**src/rtl/meta_burst_reader.sv**
```systemverilog
// ---------------------------------------------------------------------------
// meta_burst_reader
//
// Per-PE read sequencer placed directly in front of the PE's constant/meta
// ROM (bufferM). A burst command (start address, length-1) is turned into a
// run of sequential ROM addresses. The ROM's one-cycle registered read is
// absorbed by an in-flight stage, and the returned words are queued in a
// small response FIFO that drives a valid/ready stream. Reads are only issued
// while FIFO space is guaranteed (credit = free entries not yet claimed by an
// in-flight read), so downstream backpressure can never drop a word.
//
// Ports
//   clk        in   clock
//   reset      in   asynchronous, active-high reset
//   cmd_valid  in   burst command valid
//   cmd_ready  out  high in IDLE; command taken on cmd_valid && cmd_ready
//   cmd_addr   in   [addrLen]  first word address
//   cmd_len    in   [lenLen]   burst length minus one (0 = one word)
//   rom_addr   out  [addrLen]  ROM read address (current address register)
//   rom_data   in   [dataLen]  ROM read data, valid one edge after rom_addr
//   rsp_valid  out  response FIFO non-empty
//   rsp_ready  in   downstream accepts the head word
//   rsp_data   out  [dataLen]  head word (zero while the FIFO is empty)
//   rsp_last   out  head word is the final word of its burst
//   busy       out  burst active, read in flight, or FIFO non-empty
// ---------------------------------------------------------------------------
module meta_burst_reader #(
    parameter int addrLen    = 10,
    parameter int dataLen    = 32,
    parameter int lenLen     = 8,
    parameter int FIFO_DEPTH = 4    // power of two, >= 2
) (
    input  logic               clk,
    input  logic               reset,
    input  logic               cmd_valid,
    output logic               cmd_ready,
    input  logic [addrLen-1:0] cmd_addr,
    input  logic [lenLen-1:0]  cmd_len,
    output logic [addrLen-1:0] rom_addr,
    input  logic [dataLen-1:0] rom_data,
    output logic               rsp_valid,
    input  logic               rsp_ready,
    output logic [dataLen-1:0] rsp_data,
    output logic               rsp_last,
    output logic               busy
);

    localparam int PTR_W = $clog2(FIFO_DEPTH);
    localparam int CNT_W = PTR_W + 1;
    localparam int SUM_W = CNT_W + 1;

    localparam logic [0:0] S_IDLE  = 1'b0;
    localparam logic [0:0] S_BURST = 1'b1;

    // Sequencer state
    logic [0:0]         r_state;
    logic [addrLen-1:0] r_cur_addr;
    logic [lenLen-1:0]  r_remaining;

    // In-flight read (ROM latency stage)
    logic               r_vld_p1;
    logic               r_last_p1;

    // Response FIFO; each entry is {last, data}
    logic [dataLen:0]   r_mem [FIFO_DEPTH];
    logic [PTR_W-1:0]   r_wptr;
    logic [PTR_W-1:0]   r_rptr;
    logic [CNT_W-1:0]   r_count;

    logic               w_credit_ok;
    logic               w_issue;
    logic               w_push;
    logic               w_pop;
    logic               w_empty;
    logic [dataLen:0]   w_head;

    // Occupied entries plus the one read that may still be in flight must
    // leave room, otherwise the returning word would have nowhere to go.
    assign w_credit_ok = ({1'b0, r_count} + SUM_W'(r_vld_p1)) < SUM_W'(FIFO_DEPTH);
    assign w_issue     = (r_state == S_BURST) && w_credit_ok;
    assign w_empty     = (r_count == '0);
    assign w_push      = r_vld_p1;
    assign w_pop       = !w_empty && rsp_ready;
    assign w_head      = r_mem[r_rptr];

    // ---- Stage 0: command acceptance and address generation ----
    always_ff @(posedge clk or posedge reset) begin
        if (reset) begin
            r_state     <= S_IDLE;
            r_cur_addr  <= '0;
            r_remaining <= '0;
        end else begin
            case (r_state)
                S_IDLE: begin
                    if (cmd_valid) begin
                        r_state     <= S_BURST;
                        r_cur_addr  <= cmd_addr;
                        r_remaining <= cmd_len;
                    end
                end
                S_BURST: begin
                    if (w_issue) begin
                        // Address wraps naturally at 2^addrLen.
                        r_cur_addr  <= r_cur_addr + addrLen'(1);
                        r_remaining <= r_remaining - lenLen'(1);
                        if (r_remaining == '0) begin
                            r_state <= S_IDLE;
                        end
                    end
                end
                default: begin
                    r_state <= S_IDLE;
                end
            endcase
        end
    end

    // ---- Stage 1: read in flight, ROM registers data for the issued address ----
    always_ff @(posedge clk or posedge reset) begin
        if (reset) begin
            r_vld_p1 <= 1'b0;
        end else begin
            r_vld_p1 <= w_issue;
        end
    end

    always_ff @(posedge clk) begin
        if (w_issue) begin
            r_last_p1 <= (r_remaining == '0);
        end
    end

    // ---- Stage 2: capture returned word into the response FIFO ----
    always_ff @(posedge clk) begin
        if (w_push) begin
            r_mem[r_wptr] <= {r_last_p1, rom_data};
        end
    end

    always_ff @(posedge clk or posedge reset) begin
        if (reset) begin
            r_wptr  <= '0;
            r_rptr  <= '0;
            r_count <= '0;
        end else begin
            if (w_push) begin
                r_wptr <= r_wptr + PTR_W'(1);
            end
            if (w_pop) begin
                r_rptr <= r_rptr + PTR_W'(1);
            end
            case ({w_push, w_pop})
                2'b10:   r_count <= r_count + CNT_W'(1);
                2'b01:   r_count <= r_count - CNT_W'(1);
                default: r_count <= r_count;
            endcase
        end
    end

    // Outputs. The head is masked while empty so a flushed FIFO shows zero
    // rather than whatever stale word the storage still holds.
    assign cmd_ready = (r_state == S_IDLE);
    assign rom_addr  = r_cur_addr;
    assign rsp_valid = !w_empty;
    assign rsp_data  = w_empty ? '0 : w_head[dataLen-1:0];
    assign rsp_last  = !w_empty && w_head[dataLen];
    assign busy      = (r_state == S_BURST) || r_vld_p1 || !w_empty;

endmodule
```
**config.mk**
```make
export PLATFORM = sky130hd
export DESIGN_NAME = meta_burst_reader
export DESIGN_NICKNAME = d
export VERILOG_FILES = /design/src/rtl/meta_burst_reader.sv
export SDC_FILE = /design/constraint.sdc
export NUM_CORES = 1
export LEC_CHECK = 0
export CAP_MARGIN = 10
export CORE_ASPECT_RATIO = 1.1
export CORE_MARGIN = 1
export CORE_UTILIZATION = 53
export DETAILED_ROUTE_END_ITERATION = 7
export GPL_ROUTABILITY_DRIVEN = 0
export PLACE_DENSITY = 0.87
export SLEW_MARGIN = 0
export SYNTH_ARGS = -nofsm -noshare
export SYNTH_HDL_FRONTEND = slang
export SYNTH_SLANG_ARGS = --single-unit
```
**constraint.sdc**
```tcl
create_clock -name clk -period 5.9 [get_ports clk]
set_input_delay 1.475 -clock clk [delete_from_list [all_inputs] [get_ports clk]]
set_output_delay 1.475 -clock clk [all_outputs]
set_load 0.01 [all_outputs]
```
==> summary.txt <==
Clock network
  – Clock latency on the worst-skew pair: about 420 ps
  – Resized Gates After CTS: 0
  – Total CTS buffers: 17
  – TritonCTS clock tree: done
  – Hold Buf Count CTS: 0
  – H-tree Lvls: 4
  – Clock slew at reported path FFs: 60 ps
  – Clock sink count: 160
  – Clk root buf: clkbuf_16
  – Setup Buffers After CTS: 0
  – Clock Tree Buf Depth: 2

Route
  – Vias/cell: 5.86
  – WL/cell: 20.4 um
  – Post-Route WL: 13400 um
  – Vias after detailed routing: 3832
  – TritonRoute pass-1 iters: 4
  – Residual DRC count: 0
  – DR iter-0 viols: 255
  – ANT nets after route: 0

Critical path
  – Critical Path RT: 4430 ps
  – CP max-delay cell: dfrtp_2
  – Startpoint types: flip-flop
  – Critical path's largest stage delay: 860 ps
  – CP Cell Sequence: buf_4 > mux4_2 > and2_1 > clkdlybuf4s50_1
  – CP Class: flip-flop to output pin
  – Critical Path End Type: output pin
  – Crit path DAT: 2890 ps
  – CP max FO: 24

Final layout
  – Layout cell share with drive strength beyond 1: 0.152
  – Nets: 549
  – Number of diodes: 0
  – Area grow syn2layout: 24.4%

Timing
  – Max Fclk: 229 MHz
  – Measured slew at the worst slew-check pin: 1040 ps
  – Clock Skews: 7.64 ps
  – Final period util: 0.739
  – Min cycle time layout: 4360 ps
  – Endpoints failing setup: 0
  – Final Hold Fails: 0
  – Setup TNS: 0 ps
  – RSZ-0062 raised after global routing: false
  – Final setup margin: 1540 ps
  – Pins Over Slew Limit: 0
  – Max-slew headroom: 0.304

Placed design
  – Post-DP HPWL: 8380 um
  – Buffers on Ports: 99
  – DP Worst Slack: 1900 ps

Synth
  – Avg Inst Size Synth: 17.4 sq um
  – Top cell type's share of synthesized area: 0.596
  – #FFs+latches synth: 160
  – Post-synth cell types: roughly 50
  – Ys flop type: edfxtp_1
  – Register area share after synthesis: 0.696
  – Number of flops mapped to enable cells by yosys: 133
  – Synth top area cells: edfxtp_1 (60%), mux4_2 (11%), dfrtp_1 (10%)
  – Biggest area consumer among synthesized cells: edfxtp_1
  – Syn_nets: 447
  – Synth Warn #: 0
  – Post-Syn Instances: a little under 400
  – Post-Syn Area: 0.00671 sq mm
  – Async SR Flop Fraction: 0.169

Status
  – Run status: completed

GRT
  – Vias in the first global route: roughly 3.9k
  – Total Routing Usage GR: 0.223
  – GR Overflow Total: 0
  – Antenna violations before repair: 2
  – Global-route wire length before repair: 20500 um
  – Largest net degree at the start of global routing: 42

Run
  – Max Cap Viol: 0

Worst hold path
  – HP Class: flip-flop to flip-flop

Floorplanning
  – DIE AREA: between 0.01 and 0.015 sq mm
  – Core ar.: 0.0122 sq mm
  – Die Y: 120 um
  – Die extent in x: 109 um
  – # rows: 42
  – I/O pin count: 100
  – Starting Density: 0.550

Power
  – Pleak: 2.89 nW
  – Pwr dens: 533 mW/mm^2
  – Max rail drop VDD: ~0.3 mV
## layer usage
| metal | wire [um] | global-route usage | vias to the layer above | part of all wire |
|---|---|---|---|---|
| met5 | 28 | 0 | - | 0.0021 |
| met4 | 268 | 0.0875 | 4 | 0.020 |
| met3 | 947 | 0.0771 | 30 | 0.071 |
| met2 | 7040 | 0.382 | 172 | 0.53 |
| met1 | 5070 | 0.254 | 1937 | 0.38 |
| li1 | - | - | 1689 | - |
## power by group
part | total [mW] | internal (mW) | switching [mW]
clock | 1.02 | 0.616 | 0.408
combinational | 1.62 | 0.894 | 0.725
sequential | 1.80 | 1.57 | 0.230
total | 4.44 | 3.08 | 1.36
## layout by cell type (no fill, tap or decap), drive strengths merged, types with 3 or more instances in the layout
cell type,n
o22ai,4
buf,4
nand3,6
xnor2,4
nand4,3
clkdlybuf4s50,99
a21oi,15
nand2b,3
ha,7
o21ai,12
and2,38
inv,12
nor2,12
clkinv,7
nor4,3
nand2,12
mux2i,7
a2bb2oi,3
mux4,33
nor3,3
dfrtp,27
xor2,7
clkbuf,20
edfxtp,133
## final timing paths
path	startpoint	to	slack, ps	depth (start not counted)
max in group asynchronous	reset	r_rptr[0]$_DFFE_PP0P_	3580	2
min in group asynchronous	reset	r_remaining[5]$_DFFE_PP0P_	1620	2
min	r_last_p1$_DFFE_PP_	r_mem[3][32]$_DFFE_PP_	500	0
min reg2reg	r_last_p1$_DFFE_PP_	r_mem[3][32]$_DFFE_PP_	500	0
max	r_rptr[0]$_DFFE_PP0P_	rsp_data[6]	1540	4
max reg2reg	r_count[0]$_DFFE_PP0P_	r_count[2]$_DFFE_PP0P_	3520	8
## synth_stat cells, types with 2 or more instances
library cell,n
nand2_1,12
o21ai_0,5
o22ai_1,4
nand3_1,6
nor4_1,2
nor2b_1,2
buf_6,6
edfxtp_1,133
or3_1,2
nand4_1,3
a21oi_1,15
nand2b_1,3
nor3_1,2
and2_1,33
xnor2_1,4
buf_2,6
and2_2,4
buf_4,2
o21ai_1,7
a211oi_1,2
mux2i_1,6
a2bb2oi_1,3
mux4_2,33
nor2_1,12
clkbuf_1,5
dfrtp_1,27
xor2_1,7
inv_1,10
ha_1,7
## registers in the layout (all words and copies together) (netlist names)
name and count:
r_mem 132, r_last_p1 1, r_count 3, r_state 1
rom_addr 10, r_vld_p1 1, r_wptr 2, r_rptr 2
r_remaining 8
## cells by family (layout without fill, tap and decap cells)
family,count (synthesis),count (layout),synth area share
flops,160,160,0.696
simple gates,88,88,0.0765
compound gates,45,45,0.0433
mux,42,42,0.127
buf+inv,31,146,0.0263
xor+xnor,11,11,0.0144
fa+ha+maj,8,8,0.0160
## area by class of cell
cell class / instances / area, sq um
well taps: 154 / 193
multi-input cells: 194 / 1860
clock inverters: 12 / 118
fillers: 804 / 3850
repair buffers: 103 / 1020
clock buffers: 20 / 437
flip-flops and latches: 160 / 4670
inverters: 11 / 41.3
## per-stage QoR
stage                util  power (mW)  area, sq um  std cells  hold WS [ps]
global route        0.684        4.68         8340        654           522
global placement    0.639        3.36         7780        622           479
floorplan               -        2.75         6710        385           459
finish              0.684        4.44         8340        654           496
CTS                 0.684        4.49         8340        654           494
detailed placement  0.639        3.45         7780        622           481
## critical path: cells and delay by family, from the launching register on
kind,cells,cell delay (ps)
AND/OR/NAND/NOR,1,180
multiplexers,1,550
flip-flops,1,860
buffers and inverters,2,870
Note: power is estimated with default switching activity, not from simulation.
